[config.mk]
export PLATFORM = sky130hd
export DESIGN_NAME = multicycle_sequencer
export DESIGN_NICKNAME = d
export VERILOG_FILES = /design/src/rtl/multicycle_sequencer.sv
export SDC_FILE = /design/constraint.sdc
export NUM_CORES = 1
export LEC_CHECK = 0
export CAP_MARGIN = 20
export CORE_AREA = 2 2 43 45
export DETAILED_ROUTE_END_ITERATION = 12
export DIE_AREA = 0 0 45 47
export PLACE_DENSITY = 0.92
export SLEW_MARGIN = 20
export SYNTH_ARGS = -nofsm -noshare
export SYNTH_HDL_FRONTEND = slang
export SYNTH_SLANG_ARGS = --single-unit
[constraint.sdc]
create_clock -name clk_i -period 3.4 [get_ports clk_i]
set_input_delay 0.51 -clock clk_i [delete_from_list [all_inputs] [get_ports clk_i]]
set_output_delay 0.51 -clock clk_i [all_outputs]
set_load 0.01 [all_outputs]
[src/rtl/multicycle_sequencer.sv]
// multicycle_sequencer: issues and paces multi-cycle mult/shift ops on the iterative units
// Ports:
//   clk_i, reset_n_i            clock, asynchronous active-low reset
//   instr_valid_i, opcode_i,
//   shamt_i                     decoded instruction, shift amount
//   stall_o                     hold PC/IR (combinational)
//   busy_o                      sequencer not idle (registered)
//   op_load_o                   operand capture strobe on issue
//   mul_step_o, shift_step_o    per-cycle iteration strobes
//   shift_type_o                00 sll, 01 srl, 10 sra, 11 ror
//   seq_write_o                 single register-file write pulse
module multicycle_sequencer #(
    parameter int DATA_WIDTH = 8,
    parameter int MUL_CYCLES = 8
) (
    input  logic       clk_i,
    input  logic       reset_n_i,
    input  logic       instr_valid_i,
    input  logic [7:0] opcode_i,
    input  logic [7:0] shamt_i,
    output logic       stall_o,
    output logic       busy_o,
    output logic       op_load_o,
    output logic       mul_step_o,
    output logic       shift_step_o,
    output logic [1:0] shift_type_o,
    output logic       seq_write_o
);
    localparam int CW = $clog2((MUL_CYCLES > DATA_WIDTH ? MUL_CYCLES : DATA_WIDTH) + 1);
    localparam logic [1:0] IDLE  = 2'd0;
    localparam logic [1:0] MUL   = 2'd1;
    localparam logic [1:0] SHIFT = 2'd2;
    localparam logic [1:0] WB    = 2'd3;
    logic [1:0]    state_q, state_d;
    logic [CW-1:0] cnt_q, cnt_d;
    logic [1:0]    type_q, type_d;
    logic          is_mul, is_shift, is_ror, issue;
    logic [31:0]   shamt_w;
    logic [CW-1:0] n;
    assign is_mul   = opcode_i == 8'h09;
    assign is_shift = opcode_i >= 8'h0A && opcode_i <= 8'h0D;
    assign is_ror   = opcode_i == 8'h0D;
    // Gated by reset so no combinational strobe leaks out while held in reset.
    assign issue    = reset_n_i && state_q == IDLE && instr_valid_i && (is_mul || is_shift);
    assign shamt_w  = {24'd0, shamt_i};
    // Rotates wrap modulo the width; plain shifts saturate at the width.
    assign n = CW'(is_ror ? shamt_w % 32'(DATA_WIDTH)
                          : (shamt_w > 32'(DATA_WIDTH) ? 32'(DATA_WIDTH) : shamt_w));
    always_comb begin
        state_d = state_q;
        cnt_d   = cnt_q;
        type_d  = type_q;
        if (issue) begin
            state_d = is_mul ? MUL : (n == '0 ? WB : SHIFT);
            cnt_d   = is_mul ? CW'(MUL_CYCLES) : n;
            type_d  = is_mul ? type_q : 2'(opcode_i - 8'h0A);
        end else if (state_q == MUL || state_q == SHIFT) begin
            cnt_d   = cnt_q - 1'b1;
            state_d = cnt_q == CW'(1) ? WB : state_q;
        end else if (state_q == WB) begin
            state_d = IDLE;
        end
    end
    always_ff @(posedge clk_i or negedge reset_n_i) begin
        if (!reset_n_i) begin
            state_q <= IDLE;
            cnt_q   <= '0;
            type_q  <= 2'b00;
        end else begin
            state_q <= state_d;
            cnt_q   <= cnt_d;
            type_q  <= type_d;
        end
    end
    assign busy_o       = state_q != IDLE;
    assign stall_o      = (busy_o && state_q != WB) || issue;
    assign op_load_o    = issue;
    assign mul_step_o   = state_q == MUL;
    assign shift_step_o = state_q == SHIFT;
    assign seq_write_o  = state_q == WB;
    assign shift_type_o = type_q;
endmodule

### After elaboration in Yosys (flattened, before gate mapping)

Cells that the tools add are included.

| storage, ports and cells | value |
|---|---|
| register bits | 8 |
| latch bits | 0 |
| RAM bits | 0 |
| bits in read-only memories | 0 |
| input port bits | 19 |
| output and inout bits | 8 |
| word-level logic and storage cells | 43 |
| memories kept | 0 |

| cells by class | value |
|---|---|
| add/subtract/negate cells | 2 |
| multiply operators | 0 |
| divide/modulo/power cells | 0 |
| order comparisons | 3 |
| equality and inequality tests | 8 |
| shift operators | 0 |
| muxes and demuxes | 11 |
| bitwise gates (word level) | 1 |
| reduce and logical (&&, ||, !) cells | 15 |

Operators by type and width:

| operator | number |
|---|---|
| $mux W4 | 5 |
| $eq A8 B4 Y1 const B | 2 |
| $mux W2 | 5 |
| $ge A8 B4 Y1 const B | 1 |
| $gt A8 B4 Y1 const B | 1 |
| $le A8 B4 Y1 const B | 1 |
| $logic_and A1 B1 Y1 | 5 |
| $eq A2 B2 Y1 const B | 2 |
| $eq A4 B1 Y1 const B | 1 |
| $logic_not A4 Y1 | 1 |
| $reduce_and A2 Y1 | 2 |
| $reduce_bool A2 Y1 | 2 |
| $sub A4 B1 Y4 const B | 1 |
| $logic_or A1 B1 Y1 | 3 |
| $ne A3 B2 Y1 const B | 1 |
| $reduce_bool A3 Y1 | 1 |
| $eq A2 B1 Y1 const B | 1 |
| $logic_not A2 Y1 | 1 |
| $ne A2 B2 Y1 const B | 1 |
| $sub A2 B2 Y2 const B | 1 |
| $mux W1 | 1 |
| $not A1 Y1 | 1 |

### Logic depth before layout (Yosys ltp)

Gate-level depths: netlist of the first run.

| logic depth | value |
|---|---|
| depth after elaboration | 7 |
| depth in mapped cells | 8 |
| depth with buffers taken out | 7 |

### Least setup slack after synthesis of the first run

Ideal clock, no wire load.

| path | value |
|---|---|
| path kind | register to output |
| start point | register state_q[1] |
| end point | output op_load_o |
| arrival time | 1.351 ns |
| data required time | 2.890 ns |
| path slack | 1.539 ns |
| cell stages (with the launch flop) | 6 |
| path buffers | 0 |
| path through | dfrtp_1 > inv_1 > ha_1 > and3_4 > nand4_4 > a211oi_4 |

| on the way | value |
|---|---|
| longest elaborated chain between the ends | 4 |

Ends and longest elaborated chain:

| what | line | text |
|---|---|---|
| start, declared | 34 | `logic [1:0] state_q, state_d;` |
| start signal, assigned | 70 | `state_q <= state_d;` |
| $logic_not A2 Y1 | 44 | `assign issue = reset_n_i && state_q == IDLE && instr_valid_i && (is_mul \|\| is_shift);` |
| $logic_and A1 B1 Y1 (3 in a row) | 44 |  |
| end, declared | 23 | `output logic op_load_o,` |

No other way between the ends.

### Final worst setup path of the first run

| path | value |
|---|---|
| start point | input opcode_i[3] |
| end point | output stall_o |

| on the way | value |
|---|---|
| longest elaborated chain between the ends | 5 |
| elaborated cells on any way between the ends | 7 |
| classes of those cells | order compare: 2; eq/ne: 1; reduce/logical: 4 |

Ends and longest elaborated chain:

| what | line | text |
|---|---|---|
| start, declared | 19 | `input logic [7:0] opcode_i,` |
| $ge A8 B4 Y1 / $le A8 B4 Y1 (equally long branches) | 41 | `assign is_shift = opcode_i >= 8'h0A && opcode_i <= 8'h0D;` |
| $logic_and A1 B1 Y1 | 41 |  |
| $logic_or A1 B1 Y1 (*) | 44 |  |
| $logic_and A1 B1 Y1 (*) | 44 |  |
| $logic_or A1 B1 Y1 (*) | 76 | `assign stall_o = (busy_o && state_q != WB) \|\| issue;` |
| end, declared | 21 | `output logic stall_o,` |

Every way passes the cells marked *; elsewhere a longest branch is shown, timed or not.

==> load_flow_metrics.sql, run 1 <==
INSERT INTO impl_metrics (metric_group, metric, value, unit) VALUES
('drt', 'routed_wl', '1.70', 'mm'),
('drt', 'ant_nets', '0', ''),
('global_route', 'grt_first_pass_wirelength', '2.61', 'mm'),
('yosys', 'synthesis.area', '719', 'um2'),
('clock_network', 'postCtsSetupBuffers', '0', ''),
('floorplanning', 'core_region_area', '1650', 'um2'),
('sta', 'timing.final.ws_setup', '0.477', 'ns'),
('worst_setup_path', 'crit_required', '2.89', 'ns'),
('worst_setup_path', 'ff2ff_path_depth', '7', ''),
('hold_path', 'min_path_type', 'reg2reg', ''),
('sta', 'report.final.setup_viol', '0', ''),
('clock_network', 'cts_resized', '0', ''),
('placed_design', 'gpl.final_weighted_congestion', '0.830', ''),
('hold_path', 'hold_depth', '1', ''),
('yosys', 'synth_mux_area_share', '2.96', '%'),
('yosys', 'synthCells', '76', ''),
('yosys', 'ys_async_sr_fraction', '100', '%'),
('yosys', 'synthAdderAreaFrac', '10.4', '%'),
('pwr', 'max-vdd-ir-drop', '0.499', 'mV'),
('yosys', 'synth_enable_flop_cells', '0', ''),
('yosys', 'ys.flop_type', 'dfrtp_1', ''),
('sta', 'max_freq', '342', 'MHz'),
('clock_network', 'cts-htree-levels', '1', ''),
('worst_setup_path', 'critical_path.max_fanout', '4', ''),
('sta', 'worst_margin_pin_slew', '0.375', 'ns'),
('worst_setup_path', 'worst_path_dominant_cell_family', 'buffers and inverters', ''),
('yosys', 'synthXorXnorAreaFrac', '1.22', '%'),
('global_route', 'antenna_found_initial', '0', ''),
('clock_network', 'hold_buffers', '0', ''),
('worst_setup_path', 'cp_num_cells', '6', ''),
('floorplanning', 'floorplan.die.width', '45', 'um'),
('sta', 'final_period_minus_worst_setup_slack', '2.92', 'ns'),
('worst_setup_path', 'setup.worst_path.start_class', 'primary input', ''),
('clock_network', 'ctsLongestPathBuffers', '2', ''),
('pwr', 'power.static_leakage', '0.000412', 'uW'),
('floorplanning', 'floorplan.io_pins', '27', ''),
('drt', 'detailroute.via_count', '683', ''),
('yosys', 'yosys_warnings', '0', ''),
('sta', 'fin_setup_tns', '0', 'ns'),
('clock_network', 'cts_tree', 'done', ''),
('global_route', 'first_global_vias', '659', ''),
('finish', 'area_growth_syn_to_layout', '39.8', '%'),
('worst_setup_path', 'crit_buf_inv', '2', ''),
('placed_design', 'hpwlAfterDp', '1.38', 'mm'),
('drt', 'avgRoutedWirePerCell', '14.3', 'um'),
('global_route', 'grtUsageTotal', '17.5', '%'),
('clock_network', 'clock_tree.root_cell', 'clkbuf_4', ''),
('floorplanning', 'initial_core_util', '43.6', '%'),
('yosys', 'fraction_of_the_mapped_netlist_area_in_compound_gates', '20.3', '%'),
('global_route', 'grt_max_degree', '11', ''),
('worst_setup_path', 'setup.worst_path.end_class', 'output port', ''),
('sta', 'hold_viol', '0', ''),
('placed_design', 'port_bufs', '26', ''),
('run_status', 'status', 'completed', ''),
('floorplanning', 'floorplan.die_area', '2120', 'um2'),
('worst_setup_path', 'cpPeakStageDelay', '0.57', 'ns'),
('finish', 'post_route_cells_drive_above_1_share', '15.7', '%'),
('pwr', 'power_per_cell_area', '619', 'nW/um2'),
('sta', 'slew_headroom', '74.8', '%'),
('drt', 'drt_iter0_markers', '12', ''),
('finish', 'final_nets', '129', ''),
('sta', 'fin_crit_sh', '86.0', '%'),
('sta', 'fin_hold_ws', '0.509', 'ns'),
('finish', 'final_cells', '119', ''),
('yosys', 'synth_simple_gate_area_share', '30.1', '%'),
('drt', 'avgViaCountPerCell', '5.74', ''),
('placed_design', 'preCtsSetupSlack', '0.493', 'ns'),
('worst_setup_path', 'crit_chain', 'clkdlybuf4s50_1, and4bb_2, nand4_1, a211o_1, nand2b_1, clkdlybuf4s50_1', ''),
('placed_design', 'dp_cells', '116', ''),
('sta', 'timing.final.max_slew_violations', '0', ''),
('yosys', 'synth_cell_type_count', '42', '');
==> cells in the final DEF (no fill, tap or decap), drive strengths merged, types with 2 or more instances in the layout <==
master / count
a21oi: 4
and3: 3
clkbuf: 3
clkdlybuf4s50: 26
dfrtp: 8
ha: 6
inv: 7
nand2: 5
nand2b: 4
nand3: 2
nand4: 2
nor2: 3
nor3: 4
o22a: 2
o31ai: 2
or3: 2
==> metrics by stage <==
step | total power (uW) | cell area (um2)
after floorplan | 406 | 719
after global placement | 523 | 983
after detailed placement | 546 | 983
after CTS | 623 | 1010
after global routing | 676 | 1010
final | 622 | 1010
==> area by class of cell <==
cell class                      instances  area [um2]
Timing Repair Buffer                   27         268
Multi-Input combinational cell         57         468
Tap cell                               17        21.3
Sequential cell                         8         200
Fill cell                             135         646
Clock buffer                            3        22.5
Inverter                                7        26.3
==> worst paths after layout <==
check,startpoint,endpoint,slack [ns]
worst max-delay path,opcode_i[3],stall_o,0.48
worst min-delay path,shift_type_o[0],shift_type_o[0],0.51
worst min register to register,shift_type_o[0],shift_type_o[0],0.51
max in group asynchronous,reset_n_i,cnt_q[2],2.65
worst max register to register,state_q[1],cnt_q[0],1.51
min in group asynchronous,reset_n_i,state_q[0],0.60
==> where the power goes <==
group | switching, uW | internal (uW) | leakage (uW)
registers | 38.2 | 134 | 0.0000933
clock network | 34.4 | 40.5 | 0.0000138
logic | 175 | 199 | 0.000305
total | 248 | 374 | 0.000412
==> synthesized netlist by cell type (2+ instances only) <==
library cell	number	share of area, %
nand3_1	2	1.4
a21oi_1	3	2.1
nor2_2	2	1.7
and3_1	2	1.7
ha_1	6	10
nor3_1	3	2.1
dfrtp_1	8	28
nand2_1	5	2.6
nand2b_1	4	3.5
o31ai_1	2	2.1
buf_2	2	1.4
inv_1	7	3.7
==> sequential cells by signal (all words and copies together) (netlist names) <==
| name | cells |
|---|---|
| cnt_q | 4 |
| shift_type_o | 2 |
| state_q | 2 |
==> routing by layer <==
layer / wire length, um / GRT usage [%]
met1: 642 / 17.1
met5: 0 / 0
met2: 931 / 34.6
met3: 120 / 7.69
met4: 10 / 2.35
==> kinds of logic after synthesis <==
| kind of cell | Yosys count |
|---|---|
| AND/OR/NAND/NOR | 31 |
| AO/OA/AOI/OAI | 17 |
| multiplexers | 2 |
| XOR/XNOR | 1 |
| adder cells (fa/ha/maj) | 6 |
| flip-flops | 8 |
| buffers and inverters | 11 |
(Power assumes the default switching activity.)
==> run 2, diff against run 1 <==
--- a/config.mk
+++ b/config.mk
@@ -7,6 +7,7 @@
 export LEC_CHECK = 0
 export CAP_MARGIN = 20
 export CORE_AREA = 2 2 43 45
+export CTS_CLUSTER_DIAMETER = 120
 export DETAILED_ROUTE_END_ITERATION = 12
 export DIE_AREA = 0 0 45 47
 export PLACE_DENSITY = 0.92
==> results of run 2 <==
No change in the layout: final DEF, timing and power equal those of run 1.
==> run 3, diff against run 2 <==
--- a/config.mk
+++ b/config.mk
@@ -6,11 +6,12 @@
 export NUM_CORES = 1
 export LEC_CHECK = 0
 export CAP_MARGIN = 20
-export CORE_AREA = 2 2 43 45
+export CORE_AREA = 5 5 46 48
 export CTS_CLUSTER_DIAMETER = 120
 export DETAILED_ROUTE_END_ITERATION = 12
-export DIE_AREA = 0 0 45 47
+export DIE_AREA = 0 0 51 53
 export PLACE_DENSITY = 0.92
+export REMOVE_ABC_BUFFERS = 1
 export SLEW_MARGIN = 20
 export SYNTH_ARGS = -nofsm -noshare
 export SYNTH_HDL_FRONTEND = slang
==> run 3 against run 2 <==
Compared with the run above: critical path depth unchanged; clock skew down 0.011 ns; clock power down 1%; sequential share of layout area unchanged; critical path type unchanged; largest power group unchanged.
==> load_flow_metrics.sql, run 3 (synthesis gave the netlist of run 1 again) <==
INSERT INTO impl_metrics (metric_group, metric, value, unit) VALUES
('run_status', 'status', 'completed', ''),
('drt', 'detailroute.via_count', '710', ''),
('drt', 'avgRoutedWirePerCell', '15.7', 'um'),
('worst_setup_path', 'crit_arrival', '2.40', 'ns'),
('worst_setup_path', 'crit_required', '2.89', 'ns'),
('drt', 'drt_pre_antenna_iters', '4', ''),
('sta', 'final_period_minus_worst_setup_slack', '2.91', 'ns'),
('clock_network', 'cts_num_sinks', '8', ''),
('worst_setup_path', 'cp-endpoint', 'stall_o', ''),
('worst_setup_path', 'regToRegStartpoint', 'state_q[0]', ''),
('global_route', 'grt_first_pass_wirelength', '2.97', 'mm'),
('global_route', 'first_global_vias', '710', ''),
('worst_setup_path', 'slowest_stage', 'clkdlybuf4s50_1', ''),
('worst_setup_path', 'timing_worst_setup_path_type', 'in2out', ''),
('worst_setup_path', 'ff2ff_path_depth', '7', ''),
('drt', 'routed_wl', '1.86', 'mm'),
('worst_setup_path', 'r2r_slack', '1.52', 'ns'),
('finish', 'largest_register_ff_count', '4', ''),
('sta', 'slew_headroom', '74.7', '%'),
('worst_setup_path', 'regToRegEndpoint', 'cnt_q[0]', ''),
('worst_setup_path', 'crit_chain', 'clkdlybuf4s50_1, and4bb_2, nand4_1, a211o_1, nand2b_1, clkdlybuf4s50_1', ''),
('global_route', 'antenna_found_initial', '0', ''),
('finish', 'max_flop_register', 'cnt_q', ''),
('floorplanning', 'placementRows', '15', ''),
('sta', 'fin_crit_sh', '85.5', '%'),
('sta', 'fin_setup_tns', '0', 'ns'),
('worst_setup_path', 'critical_path.max_fanout', '4', ''),
('clock_network', 'clkTransAtPathRegs', '0.06', 'ns'),
('sta', 'report.final.setup_viol', '0', ''),
('worst_setup_path', 'setup.worst_path.start_class', 'primary input', ''),
('drt', 'avgViaCountPerCell', '5.97', ''),
('finish', 'final_cell_mix', 'clkdlybuf4s50_1 (26), dfrtp_1 (8), inv_1 (7)', ''),
('hold_path', 'min_path_type', 'reg2reg', ''),
('finish', 'final_nets', '129', ''),
('clock_network', 'cts_resized', '0', ''),
('global_route', 'grt_remaining_overflow', '0', ''),
('floorplanning', 'core_region_area', '1670', 'um2'),
('clock_network', 'postCtsSetupBuffers', '0', ''),
('sta', 'timing.final.max_slew_violations', '0', ''),
('floorplanning', 'initial_core_util', '43.1', '%'),
('placed_design', 'gpl.final_weighted_congestion', '0.788', ''),
('floorplanning', 'floorplan.io_pins', '27', ''),
('worst_setup_path', 'setup.worst_path.end_class', 'output port', ''),
('pwr', 'power.static_leakage', '0.000412', 'uW'),
('finish', 'area_growth_syn_to_layout', '39.8', '%'),
('global_route', 'grt_max_degree', '11', ''),
('clock_network', 'ctsLongestPathBuffers', '2', ''),
('clock_network', 'clock_tree.root_cell', 'clkbuf_4', ''),
('sta', 'fin_hold_ws', '0.508', 'ns'),
('finish', 'num_antenna_cells', '0', ''),
('floorplanning', 'floorplan.die_area', '2700', 'um2'),
('clock_network', 'cts_tree', 'done', ''),
('floorplanning', 'floorplan.die.width', '51', 'um'),
('placed_design', 'port_bufs', '26', ''),
('finish', 'design_area', '1010', 'um2'),
('worst_setup_path', 'cpPeakStageDelay', '0.57', 'ns'),
('pwr', 'max-vdd-ir-drop', '0.405', 'mV'),
('clock_network', 'cts_made_buffers', '3', ''),
('flow_run', 'maxCapViolCount', '0', ''),
('worst_setup_path', 'setup.worst_path.start', 'opcode_i[3]', ''),
('placed_design', 'preCtsSetupSlack', '0.492', 'ns'),
('placed_design', 'hpwlAfterDp', '1.53', 'mm'),
('sta', 'timing.final.ws_setup', '0.493', 'ns'),
('clock_network', 'clk_latency', '0.26', 'ns'),
('drt', 'drt_drc_violations_left', '0', ''),
('finish', 'final_core_utilization', '60.2', '%'),
('finish', 'post_route_cells_drive_above_1_share', '15.7', '%'),
('clock_network', 'cts-htree-levels', '1', ''),
('floorplanning', 'die_h', '53', 'um'),
('global_route', 'grtUsageTotal', '15.0', '%'),
('clock_network', 'hold_buffers', '0', ''),
('drt', 'ant_nets', '0', ''),
('sta', 'max_clock_skew', '0.00866', 'ns'),
('pwr', 'power_per_cell_area', '625', 'nW/um2'),
('sta', 'grt_setup_unrepaired', 'no', ''),
('sta', 'hold_viol', '0', ''),
('sta', 'worst_margin_pin_slew', '0.379', 'ns'),
('placed_design', 'placement_stage_cell_area', '983', 'um2'),
('sta', 'max_freq', '344', 'MHz'),
('worst_setup_path', 'crit_top_cell', 'clkdlybuf4s50_1', ''),
('drt', 'drt_iter0_markers', '12', ''),
('finish', 'final_common_cell', 'clkdlybuf4s50_1', '');
## run 3: cell type report
class                   instances  area (um2)
inverters                       7        26.3
flip-flops and latches          8         200
repair buffers                 27         268
clock buffers                   3        22.5
fillers                       137         664
well taps                      17        21.3
multi-input cells              57         468
## run 3: through the flow
| step | total power [uW] | std cells |
|---|---|---|
| after floorplan | 401 | 72 |
| after global routing | 673 | 119 |
| after CTS | 631 | 119 |
| final | 628 | 119 |
| after detailed placement | 554 | 116 |
| after global placement | 525 | 116 |
## run 3: critical path, delay by kind of cell
family / cells / cell delay [ns]
buf+inv: 2 / 1.11
simple gates: 3 / 0.51
compound gates: 1 / 0.26
## run 3: worst min path at each step
stage                    startpoint         endpoint  slack, ns  cells after the start
finish              shift_type_o[0]  shift_type_o[0]       0.51                      1
floorplan                 reset_n_i         cnt_q[0]       0.21                      0
global route        shift_type_o[0]  shift_type_o[0]       0.53                      1
detailed placement  shift_type_o[0]  shift_type_o[0]       0.50                      1
CTS                 shift_type_o[0]  shift_type_o[0]       0.51                      1
global placement    shift_type_o[0]  shift_type_o[0]       0.50                      1
## run 3: routing by layer
metal | global-route usage, % | up-vias | wire length, um
met5 | 0 | - | 0
met4 | 9.42 | 0 | 63
met1 | 13.2 | 341 | 636
met2 | 28.8 | 28 | 1040
met3 | 5.07 | 8 | 128
li1 | - | 333 | -
## run 3: power by group
part	switching, uW	internal, uW	leakage, uW
Sequential	41.9	134	0.0000933
Clock	33.5	40.5	0.0000138
Combinational	178	200	0.000305
Total	253	375	0.000412
